<file path="src/rtl/mastermind_scorer.sv">
// mastermind_scorer
// Parametrised Mastermind game engine. It accepts a secret code and then
// guesses over valid/ready handshakes. Each guess is scored one peg per
// clock, with correct handling of repeated colours. The engine counts
// guesses and declares a win or a loss.
//
// Ports:
//   clk          system clock, rising edge
//   reset        synchronous, active-high reset
//   new_game     one-cycle pulse: abort and wait for a new code
//   code_valid   code_in is valid (accepted in WAIT_CODE / GAME_OVER)
//   code_in      secret code, peg i at [i*COLOR_W +: COLOR_W]
//   code_ready   high in WAIT_CODE and GAME_OVER
//   guess_valid  guess_in is valid (accepted in WAIT_GUESS)
//   guess_in     guess, same packing as code_in
//   guess_ready  high in WAIT_GUESS
//   result_valid one-cycle pulse when red/white are updated
//   red          right colour in right position
//   white        right colour in wrong position
//   guess_count  guesses scored in the current game (saturating)
//   win, lose    sticky game outcome, cleared by a new game
module mastermind_scorer #(
  parameter int NUM_PEGS    = 4,
  parameter int COLOR_W     = 3,
  parameter int MAX_GUESSES = 8,
  localparam int CNT_W = $clog2(NUM_PEGS + 1),
  localparam int GC_W  = $clog2(MAX_GUESSES + 1),
  localparam int VEC_W = NUM_PEGS * COLOR_W
) (
  input  logic             clk,
  input  logic             reset,
  input  logic             new_game,
  input  logic             code_valid,
  input  logic [VEC_W-1:0] code_in,
  output logic             code_ready,
  input  logic             guess_valid,
  input  logic [VEC_W-1:0] guess_in,
  output logic             guess_ready,
  output logic             result_valid,
  output logic [CNT_W-1:0] red,
  output logic [CNT_W-1:0] white,
  output logic [GC_W-1:0]  guess_count,
  output logic             win,
  output logic             lose
);

  localparam int IDX_W = $clog2(NUM_PEGS);

  typedef enum logic [2:0] {
    S_WAIT_CODE,
    S_WAIT_GUESS,
    S_SCORE_RED,
    S_SCORE_WHITE,
    S_RESULT,
    S_GAME_OVER
  } state_t;

  state_t state_reg, state_next;

  logic [VEC_W-1:0]    code_reg, guess_reg;
  logic [NUM_PEGS-1:0] code_used_reg, guess_used_reg;
  logic [IDX_W-1:0]    idx_reg;
  logic [CNT_W-1:0]    red_acc_reg, white_acc_reg;
  logic [CNT_W-1:0]    red_reg, white_reg;
  logic [GC_W-1:0]     guess_count_reg;
  logic                result_valid_reg, win_reg, lose_reg;

  // Peg views of the latched code and guess.
  logic [COLOR_W-1:0] code_pegs  [NUM_PEGS];
  logic [COLOR_W-1:0] guess_pegs [NUM_PEGS];
  logic [NUM_PEGS-1:0] white_hit;
  logic [COLOR_W-1:0] code_cur, guess_cur;

  genvar gi;
  generate
    for (gi = 0; gi < NUM_PEGS; gi++) begin : g_pegs
      assign code_pegs[gi]  = code_reg[gi*COLOR_W +: COLOR_W];
      assign guess_pegs[gi] = guess_reg[gi*COLOR_W +: COLOR_W];
      // Candidate guess pegs for a white match against the current code peg.
      assign white_hit[gi]  = !guess_used_reg[gi] && (guess_pegs[gi] == code_cur);
    end
  endgenerate

  assign code_cur  = code_pegs[idx_reg];
  assign guess_cur = guess_pegs[idx_reg];

  // Lowest-index free matching guess peg; scanning downward leaves the lowest.
  logic             white_found;
  logic [IDX_W-1:0] white_j;
  always_comb begin
    white_found = 1'b0;
    white_j     = '0;
    for (int j = NUM_PEGS - 1; j >= 0; j--) begin
      if (white_hit[j]) begin
        white_found = 1'b1;
        white_j     = IDX_W'(j);
      end
    end
  end

  logic             last_peg;
  logic [GC_W-1:0]  guess_count_inc;
  logic             all_red;

  assign last_peg        = (idx_reg == IDX_W'(NUM_PEGS - 1));
  assign all_red         = (red_acc_reg == CNT_W'(NUM_PEGS));
  assign guess_count_inc = (guess_count_reg == GC_W'(MAX_GUESSES)) ?
                           guess_count_reg : guess_count_reg + GC_W'(1);

  // State register
  always_ff @(posedge clk) begin
    if (reset) state_reg <= S_WAIT_CODE;
    else       state_reg <= state_next;
  end

  // Next-state logic
  always_comb begin
    state_next = state_reg;
    if (new_game) begin
      state_next = S_WAIT_CODE;
    end else begin
      case (state_reg)
        S_WAIT_CODE:   if (code_valid) state_next = S_WAIT_GUESS;
        S_WAIT_GUESS:  if (guess_valid) state_next = S_SCORE_RED;
        S_SCORE_RED:   if (last_peg) state_next = S_SCORE_WHITE;
        S_SCORE_WHITE: if (last_peg) state_next = S_RESULT;
        S_RESULT: begin
          if (all_red)                                      state_next = S_GAME_OVER;
          else if (guess_count_inc == GC_W'(MAX_GUESSES))   state_next = S_GAME_OVER;
          else                                              state_next = S_WAIT_GUESS;
        end
        S_GAME_OVER:   if (code_valid) state_next = S_WAIT_GUESS;
        default:       state_next = S_WAIT_CODE;
      endcase
    end
  end

  // Datapath
  always_ff @(posedge clk) begin
    if (reset) begin
      code_reg         <= '0;
      guess_reg        <= '0;
      code_used_reg    <= '0;
      guess_used_reg   <= '0;
      idx_reg          <= '0;
      red_acc_reg      <= '0;
      white_acc_reg    <= '0;
      red_reg          <= '0;
      white_reg        <= '0;
      guess_count_reg  <= '0;
      result_valid_reg <= 1'b0;
      win_reg          <= 1'b0;
      lose_reg         <= 1'b0;
    end else begin
      result_valid_reg <= 1'b0;
      if (new_game) begin
        red_reg         <= '0;
        white_reg       <= '0;
        guess_count_reg <= '0;
        win_reg         <= 1'b0;
        lose_reg        <= 1'b0;
      end else begin
        case (state_reg)
          S_WAIT_CODE: begin
            if (code_valid) code_reg <= code_in;
          end
          S_WAIT_GUESS: begin
            if (guess_valid) begin
              guess_reg      <= guess_in;
              code_used_reg  <= '0;
              guess_used_reg <= '0;
              red_acc_reg    <= '0;
              white_acc_reg  <= '0;
              idx_reg        <= '0;
            end
          end
          S_SCORE_RED: begin
            if (code_cur == guess_cur) begin
              red_acc_reg             <= red_acc_reg + CNT_W'(1);
              code_used_reg[idx_reg]  <= 1'b1;
              guess_used_reg[idx_reg] <= 1'b1;
            end
            idx_reg <= last_peg ? '0 : idx_reg + IDX_W'(1);
          end
          S_SCORE_WHITE: begin
            // Code pegs already matched as red do not take part.
            if (!code_used_reg[idx_reg] && white_found) begin
              guess_used_reg[white_j] <= 1'b1;
              white_acc_reg           <= white_acc_reg + CNT_W'(1);
            end
            idx_reg <= last_peg ? '0 : idx_reg + IDX_W'(1);
          end
          S_RESULT: begin
            result_valid_reg <= 1'b1;
            red_reg          <= red_acc_reg;
            white_reg        <= white_acc_reg;
            guess_count_reg  <= guess_count_inc;
            // A win on the final guess takes precedence over a loss.
            if (all_red)                                    win_reg  <= 1'b1;
            else if (guess_count_inc == GC_W'(MAX_GUESSES)) lose_reg <= 1'b1;
          end
          S_GAME_OVER: begin
            if (code_valid) begin
              code_reg        <= code_in;
              red_reg         <= '0;
              white_reg       <= '0;
              guess_count_reg <= '0;
              win_reg         <= 1'b0;
              lose_reg        <= 1'b0;
            end
          end
          default: ;
        endcase
      end
    end
  end

  assign code_ready   = (state_reg == S_WAIT_CODE) || (state_reg == S_GAME_OVER);
  assign guess_ready  = (state_reg == S_WAIT_GUESS);
  assign result_valid = result_valid_reg;
  assign red          = red_reg;
  assign white        = white_reg;
  assign guess_count  = guess_count_reg;
  assign win          = win_reg;
  assign lose         = lose_reg;

endmodule

</file>
<file path="config.mk">
export PLATFORM = sky130hd
export DESIGN_NAME = mastermind_scorer
export DESIGN_NICKNAME = d
export VERILOG_FILES = /design/src/rtl/mastermind_scorer.sv
export SDC_FILE = /design/constraint.sdc
export NUM_CORES = 1
export LEC_CHECK = 0
export CORE_UTILIZATION = 45
export DETAILED_ROUTE_END_ITERATION = 7
export GPL_ROUTABILITY_DRIVEN = 1
export PLACE_DENSITY_LB_ADDON = 0.15
export SYNTH_ARGS = -nofsm -noshare
export SYNTH_HDL_FRONTEND = slang
export SYNTH_SLANG_ARGS = --single-unit
</file>
<file path="constraint.sdc">
create_clock -name clk -period 3.86 [get_ports clk]
set_clock_uncertainty 0.05 [all_clocks]
set_input_delay 1.158 -clock clk [delete_from_list [all_inputs] [get_ports clk]]
set_output_delay 1.158 -clock clk [all_outputs]
set_load 0.05 [all_outputs]
</file>
---- Word level (Yosys, flattened, before mapping) ----
Cells that the tools add are included.
word-level totals
  bits in registers ....................... 56
  input bits .............................. 29
  output and inout port bits .............. 15
  word-level logic and storage cells ...... 138
cells by class
  add/sub/neg operators ................... 4
  magnitude comparators ................... 5
  equal/unequal tests ..................... 24
  muxes and demuxes ....................... 54
  bitwise gates (word level) .............. 5
  reductions and logical operators ........ 32
operators by type and width
  operator                                                                       count
  3-bit 2-to-1 mux                                                               14
  4-bit 2-to-1 mux                                                               6
  3-bit one-hot mux with 2 select lines                                          4
  2-bit != test (second input constant)                                          9
  4-bit one-hot mux with 2 select lines                                          2
  4-bit AND reduction                                                            4
  3-bit equality test                                                            5
  3-bit one-hot mux with 5 select lines                                          1
  3-bit binary-select mux with 2-bit select                                      2
  1-bit 2-to-1 mux                                                               12
  2-bit 2-to-1 mux                                                               6
  4-bit bitwise OR                                                               3
  4-bit one-hot mux with 3 select lines                                          1
  3-bit AND reduction                                                            4
  3-bit equality test (second input constant)                                    3
  4-bit equality test (second input constant)                                    2
  2-bit nonzero test                                                             4
  1-bit logical AND                                                              7
  3-bit by 1-bit adder with 3-bit output (second input constant)                 2
  3-bit by 2-bit equality test with 1-bit output (second input constant)         2
  2-bit by 3-bit less-than comparator with 1-bit output (second input constant)  2
  2-bit OR reduction                                                             3
  1-bit logical NOT                                                              5
  5-bit AND reduction                                                            1
  17 further kinds                                                               20

---- Logic depth before layout (Yosys ltp) ----
Gate-level depths: netlist (run 1).
  depth in word-level cells ............... 17
  depth in mapped cells ................... 9
  gate-level depth less buffers ........... 8

---- Least setup slack after synthesis (run 1) ----
Ideal clock, no wire load.
  path type ............................... register -> register
  start point ............................. register idx_reg[0]
  end point ............................... register red_acc_reg[0]
  setup time .............................. 72 ps
  arrival time ............................ 2608 ps
  required time ........................... 3738 ps
  setup slack ............................. 1131 ps
  cell stages (with the launch flop) ...... 8
  buffers on the path ..................... 1
  period minus slack after synthesis ...... 2729 ps
  cell sequence ........................... dfxtp_1 -> buf_6 -> mux4_2 -> xor2_1 -> or4_4 -> a2111oi_4 -> o31a_4 -> mux2i_1
between the ends
  word-level cells in the longest chain between the ends .. 7
  elaborated cells between the ends (all ways) .. 10
  those cells by class .................... eq/ne (2); mux (6); bitwise (1); reduce/logical (1)
ends and longest elaborated chain
  item                                                          RTL line  source
  start, declared                                               62        logic [IDX_W-1:0] idx_reg;
  start signal, assigned                                        183       idx_reg <= last_peg ? '0 : idx_reg + IDX_W'(1);
  start signal, assigned                                        191       idx_reg <= last_peg ? '0 : idx_reg + IDX_W'(1);
  2-bit NOT with 3-bit output (implied by the code) (*)         84, 85
  3-bit binary-select mux with 2-bit select (on tied branches)  84, 85
  3-bit 2-to-1 mux (on tied branches) (2 in a row)              84, 85
  3-bit equality test (*)                                       178       if (code_cur == guess_cur) begin
  2-bit != test (no source line) (*)                            --
  4-bit AND reduction (no source line) (*)                      --
  end signal, assigned                                          179       red_acc_reg <= red_acc_reg + CNT_W'(1);
  end, declared                                                 63        logic [CNT_W-1:0] red_acc_reg, white_acc_reg;
Every way passes the cells marked *; elsewhere a longest branch is shown, timed or not. The select of a mux whose other input is x is not followed.
A chain may end at the register's enable or synchronous reset.

---- Worst setup path after layout (run 1) ----
  start point ............................. register state_reg[1]
  end point ............................... output port guess_ready
between the ends
  word-level cells in the longest chain between the ends .. 1
ends and longest elaborated chain
  item                                            RTL line  source
  start, declared                                 58        state_t state_reg, state_next;
  start signal, assigned                          113       else state_reg <= state_next;
  3-bit by 1-bit equality test with 1-bit output  219       assign guess_ready = (state_reg == S_WAIT_GUESS);
  end, declared                                   38        output logic guess_ready,
Every way passes these cells.

==> run metrics, run 1 <==
status finished clean; Cells after Synth about 300; min Tclk post-route 3.35 ns; Crit. End Element output pin; core area 5960 um^2; worst hold slack 0.424 ns; syn nets 347; Lkg Pwr 0.00125 uW; Post-Synth Simple-Gate Area 19.8%; Final Hold Fails 0; gr usage total 20.2%; crit share post-route approximately 87%; Initial DRT Pass Iterations 4; Final Wtd Congestion 0.851; H-tree Lvls 2; # rows 28; DRC violations left 0; slew at the pin closest to its max-slew limit 0.519 ns; Pins Over Slew Limit 0; postcts setup bufs 0; PnR worst setup slack 0.508 ns; Final ANT Viol Nets 0; relative slew slack 65.4%; top cell type's share of synthesized area 40.0%; CTS tree built; Die H 80.9 um; cell taking the most area after synthesis dfxtp_1; Synth Flop Type dfxtp_1; Die X 80.9 um; largest family of logic cells by synthesized area simple AND/OR/NAND/NOR gates; CP required 2.65 ns; post-synthesis compound-gate area fraction 17.6%; Peak VDD IR 0.000181 V; final setup fails 0; yosys warns 0; antenna violations before repair 0; post-DP HPWL 4360 um; Post-layout nets 386; total CTS buffers 5; Synth Area in Adders under 10%; synthesis-to-layout area growth 21.3%; die area 6540 um^2; pre-CTS setup slack 0.759 ns; Distinct cells, synth 47; sequential area share after synthesis between 40% and 50%; ANT cells 0; I/O pins between 40 and 50; CTS Sinks 56; clk root buf clkbuf_8; total number of vias 2,307; Fmax between 200 and 300 MHz; Netlist Area Pre-Place 2800 um^2; CTS Hold Buffers Added 0; Post-Synth XOR/XNOR Area 4.69%; startpoint types register; power density over the cells 316 nW/um^2; Hold Path Class register to register; WL/cell 14.1 um; FF+latch count, synth 56; Async S/R FF share, synth 0%; vias per inst 5.44; Initial Utilization 47.0%; clock tree buffer depth 2; RSZ-0062 raised after global routing false; DRT iter0 DRCs around 150; Clk Latency, worst-skew pair 0.32 ns; total of max-cap violations 0; count of input and output buffers 43; PostCTS Resize Cnt 0; synth top area cells dfxtp_1, mux2i_1, nand2_1; multiplexer share of the synthesized area 10.1%; vias in the first global route 2,122; FF-to-FF setup slack 0.75 ns; TNS Setup 0 ns; Total Wirelength 5990 um; crit path DAT between 2 and 2.5 ns; crit path kind register to output pin; clk slew on worst S/H paths 0.10 ns; CP Max Fanout 14; EDFF count, synth 0; syn_area_per_cell 9.06 um^2; gr ovfl total 0; first-pass GRT wire length 10,100 um; pin count of the biggest net entering global routing 23; layout cell share with drive strength beyond 1 7.74%
==> report_power, final <==
| part | leakage, uW | switching [uW] | internal [uW] |
|---|---|---|---|
| sequential | 0.000453 | 8.05 | 589 |
| combinational | 0.000753 | 71.9 | 68.4 |
| clock | 0.0000485 | 204 | 131 |
| total | 0.00125 | 284 | 788 |
==> layer usage <==
layer  global-route usage (%)  share of wire, %  wire length [um]  vias up
met2                     30.3                45              2670       50
li1                         -                 -                 -     1175
met4                     7.32               1.6                97        0
met1                     28.7                49              2930     1072
met3                     4.04               4.9               292       10
met5                        0                 0                 0        -
==> metrics by stage <==
| step | instances | cell area, um^2 | power, uW | util [%] |
|---|---|---|---|---|
| after detailed placement | 416 | 3300 | 750 | 55.5 |
| after global placement | 416 | 3300 | 747 | 55.5 |
| after global routing | 424 | 3400 | 1120 | 57.0 |
| after floorplan | 309 | 2800 | 696 | - |
| final | 424 | 3400 | 1070 | 57.0 |
| after CTS | 424 | 3400 | 1080 | 57.0 |
==> layout make-up <==
cell class | count | area, um^2
inverters | 8 | 30.0
well taps | 75 | 93.8
flip-flops and latches | 56 | 1120
repair buffers | 49 | 475
fillers | 553 | 2560
clock buffers | 5 | 68.8
multi-input cells | 228 | 1580
clock inverters | 3 | 22.5
==> path summary, 6_finish.rpt <==
check / to / cells after the start / from
min reg2reg: guess_reg[3] / 2 / guess_reg[3]
max reg2reg: red_acc_reg[0] / 6 / idx_reg[0]
max: guess_ready / 4 / state_reg[1]
min: guess_reg[3] / 2 / guess_reg[3]
==> Yosys cell counts (all sizes together) (3+ instances only) <==
cell type  number
a21oi          18
a22o            9
and2            4
clkbuf         16
dfxtp          56
ha              9
inv             8
mux2i          19
mux4            4
nand2          45
nand2b          3
nand3           7
nor2           28
nor2b           6
nor3            5
o21a            4
o21ai          11
o31ai           4
or4             4
xnor2           7
xor2            8
==> kinds of logic after synthesis <==
kind of cell	after synthesis
multiplexers	23
flip-flops	56
adder cells (fa/ha/maj)	9
AND/OR/NAND/NOR	116
buffers and inverters	25
AO/OA/AOI/OAI	65
XOR/XNOR	15
==> worst max-delay path, stage by stage (launching register included) <==
cell and delay [ns]:
dfxtp_1 0.63, inv_1 0.26, nand2_1 0.18, nor2_1 0.06
clkdlybuf4s50_1 0.71
==> layout by cell type, fill, tap and decap left out, drive strengths merged, types with 3 or more instances in the layout <==
cell type and instances:
dfxtp 56, nand2 45, clkdlybuf4s50 43, nor2 28
mux2i 19, a21oi 18, o21ai 11, a22o 9
ha 9, inv 9, xor2 8, nand3 7
xnor2 7, nor2b 6, buf 6, nor3 5
clkbuf 5, o21a 4, and2 4, o31ai 4
mux4 4, or4 4, nand2b 3
(Power assumes the default switching activity.)
==> inputs of run 2 (changes only) <==
- GPL_TIMING_DRIVEN: default -> 0
- PLACE_DENSITY: default -> 0.69
- PLACE_DENSITY_LB_ADDON: 0.15 -> default
==> run 2 against run 1 <==
- sequential share of layout area fell by 0.35 points
- sequential power barely moved
- fmax fell by 3.2%
- largest cell class unchanged
- final cell count rose by 2.6%
- critical path type unchanged
- clock power rose by 15%
- setup slack got worse by 0.11 ns
- power rose by 4.7%
- combinational power barely moved
- hold slack got worse by 0.0047 ns
==> run metrics, run 2 (synthesized netlist as in run 1, its figures left out) <==
status finished clean; total CTS buffers 5 (unchanged); FF-to-FF setup slack 0.77 ns (+0.02 ns); Total Wirelength 6180 um (+3.3%); vias in the first global route 2,338 (+10%); Die H 80.9 um (unchanged); core area 5960 um^2 (unchanged); Power, Total 1120 uW (+4.7%); Crit. End Element output pin; Initial Utilization 47.0% (unchanged); commonest non-fill, non-tap cells in the layout dfxtp_1, nand2_1, clkdlybuf4s50_1; relative slew slack 48.7% (-17 points); Lkg Pwr 0.00125 uW (about the same); TNS Setup 0 ns (unchanged); hold_sp guess_used_reg[3]; Final Hold Fails 0 (unchanged); hold path depth 2 (unchanged); crit path DAT 2.25 ns (+0.11 ns); Critical Path Source state_reg[0]; Fmax 289 MHz (-3.2%); startpoint types register; pin count of the biggest net entering global routing 17 (-26%); crit path kind register to output pin; worst-case reg-to-reg path depth 7 (+1); DRC violations left 0 (unchanged); power density over the cells 327 nW/um^2 (+3.6%); total of max-cap violations 0 (unchanged); RSZ-0062 raised after global routing false; CP required 2.65 ns (about the same); clock tree buffer depth 2 (unchanged); final setup fails 0 (unchanged); H-tree Lvls 2 (unchanged); Clk Latency, worst-skew pair 0.31 ns (about the same); FF-to-FF End red_acc_reg[0]; Final Wtd Congestion 0.788 (-7.5%); Pins Over Slew Limit 0 (unchanged); synthesis-to-layout area growth 22.6%; antenna violations before repair 0 (unchanged); DRT iter0 DRCs 89 (-42%); post-DP HPWL 4620 um (+6.0%); Die X 80.9 um (unchanged); count of input and output buffers 43 (unchanged); I/O pins 44 (unchanged); PnR worst setup slack 0.397 ns (-0.111 ns); gr usage total 20.9% (+0.66 points); ANT cells 0 (unchanged); Hold Path End guess_used_reg[3]; postcts setup bufs 0 (unchanged); gr ovfl total 0 (unchanged); total number of vias 2,371 (+2.8%); clk root buf clkbuf_8; crit share post-route 89.7% (+2.9 points); Peak VDD IR 0.000243 V (+34%); PostCTS Resize Cnt 0 (unchanged); Hold Path Class register to register; Initial DRT Pass Iterations 4 (unchanged); min Tclk post-route 3.46 ns (+0.111 ns); layout cell share with drive strength beyond 1 5.56% (-2.2 points); worst reg2reg startpoint idx_reg[1]; vias per inst 5.45 (+0.18%); CTS tree built; clk slew on worst S/H paths 0.10 ns (about the same); WL/cell 14.2 um (+0.66%); Post-layout nets 397 (+2.8%); Final ANT Viol Nets 0 (unchanged); pre-CTS setup slack 0.312 ns (-0.447 ns); CTS Sinks 56 (unchanged); die area 6540 um^2 (unchanged); CTS Hold Buffers Added 0 (unchanged); # rows 28 (unchanged); CP Max Fanout 10 (-4); first-pass GRT wire length 10,600 um (+4.3%); most common cell after layout, fill and taps aside dfxtp_1; slew at the pin closest to its max-slew limit 0.759 ns (+0.240 ns)
[run 2: cell count changes in the layout (fill, tap and decap cells not counted)]
cell       delta
buf_4         -6
buf_6         +1
bufinv_16     +1
clkbuf_1     +17
clkinv_4      -1
inv_6         -1
nor4b_1       +1
nor4b_2       -1
[run 2: power breakdown]
| group | leakage [uW] | total (uW) | internal, uW | switching, uW |
|---|---|---|---|---|
| combinational | 0.000746 | 141 | 67.4 | 73.9 |
| clock | 0.0000552 | 385 | 193 | 192 |
| sequential | 0.000453 | 595 | 589 | 6.65 |
[run 2: how the worst max path moves through the flow]
stage | to | slack [ns]
2_1_floorplan | red_acc_reg[0] | 1.13
3_3_place_gp | guess_used_reg[1] | 0.34
3_5_place_dp | guess_used_reg[2] | 0.31
4_1_cts | guess_ready | 0.37
5_1_grt | guess_ready | 0.24
6_report | guess_ready | 0.40
[run 2: layout make-up]
class / instances / area [um^2]
Multi-Input combinational cell: 228 / 1580
Inverter: 8 / 30.0
Tap cell: 75 / 93.8
Clock buffer: 6 / 72.6
Buffer: 17 / 71.3
Timing Repair Buffer: 43 / 430
Clock inverter: 2 / 35.0
Fill cell: 556 / 2520
Sequential cell: 56 / 1120
[run 2: worst max-delay path, stage by stage, from the launching register on]
cell and delay (ns):
dfxtp_1 0.32, clkbuf_1 0.48, nand2_1 0.21, nor2_1 0.12, clkdlybuf4s50_1 0.81
[run 2: stage by stage]
stage                     instance area, um^2  utilization (%)  std cells  hold WS, ns
after detailed placement                 3320             55.8        427        0.400
final                                    3430             57.6        435        0.420
after global placement                   3320             55.8        427        0.388
after global routing                     3430             57.6        435        0.439
after floorplan                          2800                -        309        0.366
after CTS                                3430             57.6        435        0.422
[run 2: per-layer routing]
layer,GRT usage (%),wire [um],vias to the layer above
met5,0,0,-
met4,4.46,59,0
met3,4.72,171,5
met2,34.9,2840,41
met1,27.5,3110,1130
li1,-,-,1195
==> inputs of run 3 (changes only) <==
- CORE_UTILIZATION: 45 -> 55
- CTS_BUF_LIST: default -> sky130_fd_sc_hd__clkbuf_4 sky130_fd_sc_hd__clkbuf_8
- PLACE_DENSITY: 0.69 -> 0.81
==> run 3 against run 2 <==
- power is 0.11% higher
- combinational power hardly changed
- final cell count is 1.8% lower
- design area is 0.18% lower
- non-clock buffer count stayed put
- flip-flop and latch count stayed put
- fmax is 1.9% lower
- critical path type unchanged
- highest routed layer unchanged
==> run metrics, run 3 (synthesized netlist as in run 1, its figures left out) <==
status finished clean; Crit. End Element output pin; fin cells 427 (-1.8%); post-DP HPWL 4610 um (-0.19%); H-tree Lvls 2 (unchanged); Initial Utilization 58.1% (+11 points); TNS Setup 0 ns (unchanged); slew at the pin closest to its max-slew limit 0.892 ns (+0.134 ns); RSZ-0062 raised after global routing false; Fillers 390 (-30%); Clock power frac 34.3% (about the same); total number of vias 2,441 (+3.0%); clock tree buffer depth 2 (unchanged); crit share post-route 91.4% (+1.7 points); total of max-cap violations 0 (unchanged); Initial DRT Pass Iterations 4 (unchanged); crit path DAT 2.32 ns (+0.07 ns); die area 5380 um^2 (-18%); Sw Share 23.8% (-0.52 points); total CTS buffers 5 (unchanged); min Tclk post-route 3.53 ns (+0.0657 ns); synthesis-to-layout area growth 22.3%; CTS Sinks 56 (unchanged); most common cell after layout, fill and taps aside dfxtp_1; Post-layout nets 397 (unchanged); gr usage total 24.6% (+3.6 points); PnR worst setup slack 0.332 ns (-0.0657 ns); CTS tree built; Pins Over Slew Limit 0 (unchanged); Die X 73.4 um (-9.3%); Total Wirelength 6110 um (-1.1%); final setup fails 0 (unchanged); CTS Hold Buffers Added 0 (unchanged); worst hold slack 0.413 ns (-0.00659 ns); first-pass GRT wire length 10,100 um (-4.2%); clk root buf clkbuf_8; relative slew slack 39.7% (-9.1 points); Flop pwr share 53.0% (about the same); Final ANT Viol Nets 0 (unchanged); DRT iter0 DRCs 145 (+63%); CP required 2.65 ns (about the same); startpoint types register; # rows 25 (-11%); layout cell share with drive strength beyond 1 5.83% (+0.28 points); CP Max Fanout 10 (unchanged); power density over the cells 328 nW/um^2 (+0.30%); gr ovfl total 0 (unchanged); vias in the first global route 2,172 (-7.1%); Placed Instance Area 3310 um^2 (-0.30%); footprint of the multi-input gates 1580 um^2 (unchanged); commonest non-fill, non-tap cells in the layout dfxtp_1, nand2_1, clkdlybuf4s50_1; I/O pins 44 (unchanged); Fmax 283 MHz (-1.9%); WL/cell 14.3 um (+0.72%); Peak VDD IR 0.000216 V (-11%); ANT cells 0 (unchanged); DP Cell Count 419 (-1.9%); Int Pwr 856 uW (+0.80%); antenna violations before repair 0 (unchanged); Hold Path Class register to register; FF+latch area 1120 um^2 (unchanged); Die H 73.4 um (-9.3%); Comb power frac 12.7% (about the same); PostCTS Resize Cnt 0 (unchanged); vias per inst 5.72 (+4.9%); count of input and output buffers 43 (unchanged); Lkg Pwr 0.00126 uW (+0.27%); pre-CTS setup slack 0.261 ns (-0.0508 ns); crit path kind register to output pin; pin count of the biggest net entering global routing 17 (unchanged); Clk Latency, worst-skew pair 0.31 ns (about the same); Sw Pwr 267 uW (-2.0%); core area 4820 um^2 (-19%); cell area after layout 3430 um^2 (-0.18%); DRC violations left 0 (unchanged); Final Wtd Congestion 0.889 (+13%); postcts setup bufs 0 (unchanged); Final Hold Fails 0 (unchanged); clk slew on worst S/H paths 0.10 ns (about the same)
## run 3: changes by cell type in the layout (fill, tap and decap cells not counted)
cell / previous run / this run
clkbuf_1: 17 / 16
clkbuf_4: 0 / 1
## run 3: area by class of cell
class                   count  share of cell area (%)
plain buffers              17                    2.08
clock buffers               6                    2.23
clock inverters             2                    1.02
inverters                   8                   0.877
multi-input cells         228                    46.1
flip-flops and latches     56                    32.7
well taps                  67                    2.45
repair buffers             43                    12.6
## run 3: path summary, 6_finish.rpt
kind	from	slack [ns]	depth (start not counted)	to
setup / recovery	state_reg[0]	0.33	4	guess_ready
hold / removal	guess_used_reg[2]	0.41	2	guess_used_reg[2]
setup reg to reg	idx_reg[1]	0.76	7	red_acc_reg[0]
hold reg to reg	guess_used_reg[2]	0.41	2	guess_used_reg[2]
## run 3: critical path, stage by stage (launching register included)
cell and delay [ns]:
dfxtp_1 0.31, clkbuf_1 0.51, nand2_1 0.22, nor2_1 0.15
clkdlybuf4s50_1 0.82
## run 3: power by group through the flow
stage / Combinational (uW) / Sequential, uW / Clock [uW]
after floorplan: 89.0 / 607 / 0
after global placement: 138 / 608 / 0
after detailed placement: 142 / 609 / 0
after CTS: 143 / 596 / 388
after global routing: 156 / 597 / 408
final: 143 / 596 / 385
## run 3: through the flow
step                      utilization, %  power (uW)
final                               71.1        1120
after global routing                71.1        1160
after CTS                           71.1        1130
after detailed placement            68.8         751
after global placement              68.8         746
after floorplan                        -         696
## run 3: routing by layer
metal  wire length, um  global-route usage [%]  vias to the layer above
met2              2860                    40.3                       78
met3               393                    4.25                        4
li1                  -                       -                     1199
met4                62                    5.98                        0
met5                 0                       0                        -
met1              2800                    33.7                     1160
